===== src/rtl/clock_freq_meter.sv =====
// Gated edge counter: counts rising edges of an asynchronous signal over GATE_CYCLES clocks.
// Optional low/high alarm comparators are built when THRESH_CHECK_EN is defined.
module clock_freq_meter #(
   parameter int unsigned GATE_CYCLES = 100000000,
   parameter int unsigned CNT_W       = 27,
   parameter int unsigned MIN_EDGES   = 25000000,
   parameter int unsigned MAX_EDGES   = 25350000
) (
   input  logic             clk_i,
   input  logic             rst_ni,
   input  logic             sig_i,
   input  logic             start_i,
   input  logic             ack_i,
   output logic             busy_o,
   output logic             valid_o,
   output logic [CNT_W-1:0] count_o,
   output logic             overflow_o,
   output logic             too_low_o,
   output logic             too_high_o
);

   localparam int unsigned GW = (GATE_CYCLES > 1) ? $clog2(GATE_CYCLES) : 1;
   localparam logic [GW-1:0]    GATE_LAST = GW'(GATE_CYCLES - 1);
   localparam logic [CNT_W-1:0] CNT_MAX   = '1;

   typedef enum logic [1:0] {IDLE, GATE, DONE} state_e;

   state_e           state_q, state_d;
   logic             s1_q, s2_q, s3_q;
   logic             edge_w;
   logic [GW-1:0]    gate_q, gate_d;
   logic [CNT_W-1:0] edge_cnt_q, edge_cnt_d;
   logic             sat_q, sat_d;
   logic             busy_q, busy_d;
   logic             valid_q, valid_d;
   logic [CNT_W-1:0] count_q, count_d;
   logic             overflow_q, overflow_d;
   logic             result_load;
   logic             at_max, inc_sat;
   logic [CNT_W-1:0] cnt_inc;

   assign edge_w  = s2_q & ~s3_q;
   assign at_max  = (edge_cnt_q == CNT_MAX);
   assign inc_sat = edge_w & at_max;
   // Hold at all-ones instead of wrapping; the sticky flag records that it happened.
   assign cnt_inc = at_max ? edge_cnt_q : edge_cnt_q + CNT_W'(edge_w);

   always_comb begin
      state_d     = state_q;
      gate_d      = gate_q;
      edge_cnt_d  = edge_cnt_q;
      sat_d       = sat_q;
      busy_d      = busy_q;
      valid_d     = valid_q;
      count_d     = count_q;
      overflow_d  = overflow_q;
      result_load = 1'b0;
      case (state_q)
         IDLE: begin
            if (start_i) begin
               state_d    = GATE;
               gate_d     = GATE_LAST;
               edge_cnt_d = '0;
               sat_d      = 1'b0;
               busy_d     = 1'b1;
            end
         end
         GATE: begin
            edge_cnt_d = cnt_inc;
            sat_d      = sat_q | inc_sat;
            gate_d     = gate_q - GW'(1);
            if (gate_q == '0) begin
               count_d     = cnt_inc;
               overflow_d  = sat_q | inc_sat;
               valid_d     = 1'b1;
               busy_d      = 1'b0;
               state_d     = DONE;
               result_load = 1'b1;
            end
         end
         DONE: begin
            if (ack_i) begin
               valid_d = 1'b0;
               state_d = IDLE;
            end
         end
         default: state_d = IDLE;
      endcase
   end

   always_ff @(posedge clk_i or negedge rst_ni) begin
      if (!rst_ni) begin
         state_q    <= IDLE;
         s1_q       <= 1'b0;
         s2_q       <= 1'b0;
         s3_q       <= 1'b0;
         gate_q     <= '0;
         edge_cnt_q <= '0;
         sat_q      <= 1'b0;
         busy_q     <= 1'b0;
         valid_q    <= 1'b0;
         count_q    <= '0;
         overflow_q <= 1'b0;
      end else begin
         state_q    <= state_d;
         s1_q       <= sig_i;
         s2_q       <= s1_q;
         s3_q       <= s2_q;
         gate_q     <= gate_d;
         edge_cnt_q <= edge_cnt_d;
         sat_q      <= sat_d;
         busy_q     <= busy_d;
         valid_q    <= valid_d;
         count_q    <= count_d;
         overflow_q <= overflow_d;
      end
   end

   assign busy_o     = busy_q;
   assign valid_o    = valid_q;
   assign count_o    = count_q;
   assign overflow_o = overflow_q;

`ifdef THRESH_CHECK_EN
   logic too_low_q, too_high_q;

   always_ff @(posedge clk_i or negedge rst_ni) begin
      if (!rst_ni) begin
         too_low_q  <= 1'b0;
         too_high_q <= 1'b0;
      end else if (result_load) begin
         too_low_q  <= 64'(count_d) < 64'(MIN_EDGES);
         too_high_q <= 64'(count_d) > 64'(MAX_EDGES);
      end
   end

   assign too_low_o  = too_low_q;
   assign too_high_o = too_high_q;
`else
   assign too_low_o  = 1'b0;
   assign too_high_o = 1'b0;
`endif

endmodule

===== config.mk =====
export PLATFORM = sky130hd
export DESIGN_NAME = clock_freq_meter
export DESIGN_NICKNAME = d
export VERILOG_FILES = /design/src/rtl/clock_freq_meter.sv
export SDC_FILE = /design/constraint.sdc
export NUM_CORES = 1
export LEC_CHECK = 0
export ABC_AREA = 1
export CORE_MARGIN = 3
export CORE_UTILIZATION = 63
export DETAILED_ROUTE_END_ITERATION = 16
export GPL_TIMING_DRIVEN = 0
export PLACE_DENSITY = 0.85
export SETUP_SLACK_MARGIN = 0.2
export SLEW_MARGIN = 20
export SYNTH_ARGS = -nofsm -noshare
export SYNTH_HDL_FRONTEND = slang
export SYNTH_SLANG_ARGS = --single-unit

===== constraint.sdc =====
create_clock -name clk_i -period 2.77 [get_ports clk_i]
set_input_delay 0.277 -clock clk_i [delete_from_list [all_inputs] [get_ports clk_i]]
set_output_delay 0.277 -clock clk_i [all_outputs]
set_load 0.1 [all_outputs]

# Word-level counts from Yosys, hierarchy flattened
# Cells that the tools add are included.
# W data, S select, Z words.
# op_classes
bitwise	4
muxes	17
n_reduce_logical	9
n_eq_ne	6
add_sub_neg	2
# op_table
cell	n
$pmux W27 S2	2
$mux W27	3
$add A27 B1 Y27	1
$eq A27 B27 Y1 const B	1
$logic_not A27 Y1	1
$sub A27 B1 Y27 const B	1
$reduce_and A3 Y1	3
$mux W2	3
$ne A2 B2 Y1 const B	3
$pmux W1 S2	3
$pmux W2 S3	1
$mux W1	5
$reduce_and A2 Y1	2
$reduce_bool A2 Y1	2
$and A1 B1 Y1	2
$eq A2 B1 Y1 const B	1
$eq A2 B2 Y1 const B	1
$logic_not A2 Y1	1
$not A1 Y1	1
$or A1 B1 Y1	1
# word_totals
in_bits	5
output_inout_bits	32
word_cells	49
regBits	90

# Logic depth before layout (Yosys ltp)
# depth
ltp_word	5
ltp_mapped	13

# Worst setup path after synthesis
# OpenSTA, ideal clock, no wires.
# synth_timing
path_kind	reg-to-reg
start	reg s3_q
end	reg edge_cnt_q[16]
t_arrival_ns	1.686
required_ns	2.637
period_less_slack_ns	1.818
n_path_buf	0
slack_ns	0.952
setup_ns	0.133
stages_incl_launch_ff	11
cell_sequence	dfrtp_1 -> nor2_1 -> ha_1 -> ha_1 -> nand3_1 -> inv_1 -> nand2_1 -> o21ai_0 -> nand3_1 -> nand2_1 -> o21ai_0
# synth_via
elab_chain_len	5
# synth_rtl
element	line	rtl
start, declared	29	logic s1_q, s2_q, s3_q;
start signal, assigned	108	s3_q <= s2_q;
$not A1 Y1	42	assign edge_w = s2_q & ~s3_q;
$and A1 B1 Y1	42	
$add A27 B1 Y27	46	assign cnt_inc = at_max ? edge_cnt_q : edge_cnt_q + CNT_W'(edge_w);
$mux W27	46	
$pmux W27 S2	58	case (state_q)
end signal, assigned	110	edge_cnt_q <= edge_cnt_d;
end, declared	32	logic [CNT_W-1:0] edge_cnt_q, edge_cnt_d;
# No other way between the ends.
# A chain may end at the register's enable or synchronous reset.

# Final worst setup path
# layout_timing
start	reg s3_q
end	reg edge_cnt_q[24]
# The elaborated chain is that of the path after synthesis.

==> metrics.yaml <==
syn_to_final_growth_pct: 14.89
die_w_um: 94.18
grt_pass1_vias: 4756
netlist_instances: 688
rsz0062_at_grt: "no"
slowest_stage: "dfrtp_1"
maxCapViolations: 0
drt_iter0_drc: 274
r2r_slack_ns: 0.41
cts_buffers: 9
port_buffers: 34
placed_cell_area_sq_um: 5391
routed_via_density: 5.569
fill_cells: 569
postCtsSetupRepairBufs: 0
routabilityCongestion: 0.9026
routed_wl_um: 13090
die-area_sq_um: 8869
yosysSeqAreaShare_pct: 45.98
yosys_register_bits: 90
cts.sinks: 90
vias: 4672
ys_types: 36
crit_top_cell: "nand2_1"
antenna_found_initial: 0
power_density_nw_per_um2: 583.5
report.final.slew_viol_count: 0
worst_clock_skew_ns: 0.01187
die_h_um: 94.18
wire_per_inst_um: 15.61
track_usage_pct: 32.28
start_util_pct: 66.12
synth_area_sq_um: 4898
pin_count: 37
yosysWarnings: 0
stdcell_area_sq_um: 5628
p_leak_nw: 2.679
reg2regPathDepth: 12
drc_errors: 0
worstPathRequired_ns: 3.02
min_period_ns: 2.361
num_antenna_cells: 0
irDropWorstVdd_mv: 0.5392
clock_path_buffers: 2
hold_depth: 1
cp-start-kind: "register"
ys_top_cells_by_area: "dfrtp_1, nand2_1, nand3_1"
hp-start: "sig_i"
firstDrtPassIters: 5
drive_above_1_share_pct: 7.432
grt_pass1_wl_um: 22220
tns_ns: 0
clk_latency_ns: 0.36
total_power_mw: 3.284
setup_viol: 0
hold_violations: 0
nets: 744
cts.root.buffer_cell: "clkbuf_8"
htree_levels: 3
max_freq_mhz: 423.6
min_delay_worst_endpoint: "s1_q$_DFF_PN0_"
antenna_left: 0
crit_type: "reg2reg"
fin_ws_ns: 0.4091
yosysTopAreaCellShare_pct: 45.98
cts_tree: "built"
worst-endpoint-arrival_ns: 2.61
grt-ovfl-total: 0
rr_endpoint: "edge_cnt_q[24]$_DFFE_PN0P_"
cp_max_fo: 6
grt_start_max_net_pins: 56
synth_top_cell_by_area: "dfrtp_1"
num_rows: 31
worstSetupEndpointType: "register"
status: "completed"
hold_class: "in2reg"
critPathMaxStageDelay_ns: 0.40
fin_hold_ws_ns: 0.3437
syn_area_per_cell_sq_um: 7.120
path_cells: "nor2_2, ha_2, ha_2, nand3_1, inv_1, nand2_1, inv_1, nand2_1, nand2_1, nand3_1, nand2_1, nand2_1"
core-area_sq_um: 7408
relSlewSlack_pct: 33.38
place_ws_ns: 0.2179
detailed_place_hpwl_um: 9992
path_clk_slew_ns: 0.09
min_period_over_period_pct: 85.23
worst_pin_slew_ns: 0.9962
reg2reg_from: "s3_q$_DFF_PN0_"
[cell usage after synthesis (all sizes together)]
cell and instances:
a21oi 6, a22oi 2, and3 1, buf 15, clkbuf 5, conb 1, dfrtp 90, ha 3
inv 65, nand2 289, nand3 60, nand3b 3, nand4 7, nor2 86, nor3 5, nor4 1
o211ai 1, o21ai 41, o21bai 1, o31ai 2, o41ai 1, xor2 3
[critical path, delay by kind of cell, from the launching register on]
kind	cells	cell delay [ns]
flip-flops	1	0.40
adder cells (fa/ha/maj)	2	0.58
AND/OR/NAND/NOR	8	0.90
buffers and inverters	2	0.36
[state kept, by name, summed over array words and instances (netlist names), 2 cells and up]
| name | count |
|---|---|
| count_o | 27 |
| state_q | 2 |
| gate_q | 27 |
| edge_cnt_q | 27 |
[power breakdown]
part	total (mW)	switching, mW	internal (mW)
Sequential	1.66	0.189	1.47
Clock	1.02	0.461	0.555
Combinational	0.610	0.413	0.197
[cells by family (layout without fill, tap and decap cells)]
logic type | after synthesis | after routing | synth area share (%)
buf+inv | 85 | 136 | 7.867
flops | 90 | 90 | 45.98
other cells | 1 | 2 | 0.07655
simple gates | 452 | 452 | 38.88
compound gates | 54 | 54 | 5.900
xor+xnor | 3 | 3 | 0.5365
fa+ha+maj | 3 | 3 | 0.7664
[metrics by stage]
step	instances	utilization (%)
floorplan	689	-
global placement	822	72.44
detailed placement	823	72.77
CTS	839	75.90
global route	839	75.97
finish	839	75.97
[placed cells by master (no fill, tap or decap), types with 2 or more instances in the layout]
| master | n |
|---|---|
| nor2_1 | 75 |
| xor2_1 | 3 |
| nor2_4 | 2 |
| inv_1 | 61 |
| o21ai_1 | 7 |
| nand3_1 | 59 |
| dfrtp_1 | 90 |
| o21ai_0 | 34 |
| clkdlybuf4s50_1 | 33 |
| nor3_1 | 4 |
| clkbuf_8 | 11 |
| nor2_2 | 8 |
| buf_2 | 4 |
| ha_2 | 2 |
| nand2_1 | 280 |
| conb_1 | 2 |
| inv_2 | 4 |
| bufinv_16 | 2 |
| buf_4 | 4 |
| o31ai_1 | 2 |
| nand2_2 | 8 |
| buf_1 | 3 |
| clkbuf_1 | 7 |
| nand3b_1 | 3 |
| buf_6 | 3 |
| a21oi_1 | 6 |
| a22oi_1 | 2 |
| nand4_1 | 7 |
[worst max-delay path by stage]
| stage | from | endpoint | depth (start not counted) |
|---|---|---|---|
| 6_report | s3_q$_DFF_PN0_ | edge_cnt_q[24]$_DFFE_PN0P_ | 12 |
| 5_1_grt | s2_q$_DFF_PN0_ | edge_cnt_q[24]$_DFFE_PN0P_ | 13 |
| 4_1_cts | s2_q$_DFF_PN0_ | edge_cnt_q[24]$_DFFE_PN0P_ | 13 |
| 3_5_place_dp | s3_q$_DFF_PN0_ | edge_cnt_q[24]$_DFFE_PN0P_ | 12 |
| 3_3_place_gp | rst_ni | gate_q[25]$_DFFE_PN0P_ | 1 |
| 2_1_floorplan | s3_q$_DFF_PN0_ | edge_cnt_q[16]$_DFFE_PN0P_ | 10 |
[layer usage]
metal | up-vias | part of all wire [%] | track usage (%)
li1 | 2237 | - | -
met1 | 2225 | 39 | 37.95
met2 | 173 | 52 | 57.09
met3 | 37 | 5.7 | 4.647
met4 | 0 | 3.2 | 16.37
met5 | - | 0 | 0
[final cells by class]
type                    instances  area (sq um)  area share, %
clock inverters                 2         60.06          1.067
well taps                      99         123.9          2.201
repair buffers                 36         375.4          6.670
inverters                      65         244.0          4.335
plain buffers                  20         141.4          2.512
clock buffers                  13         158.9          2.823
flip-flops and latches         90          2252          40.02
multi-input cells             514          2272          40.37
[what timing repair did]
item,CTS,global route
endpoints found under the hold margin,35,0
endpoints found under the setup margin,2,9
pin swaps,0,0
hold buffers,1,0
cloned,0,0
resized for setup,1,2
Power figures use the tool's default switching activity.
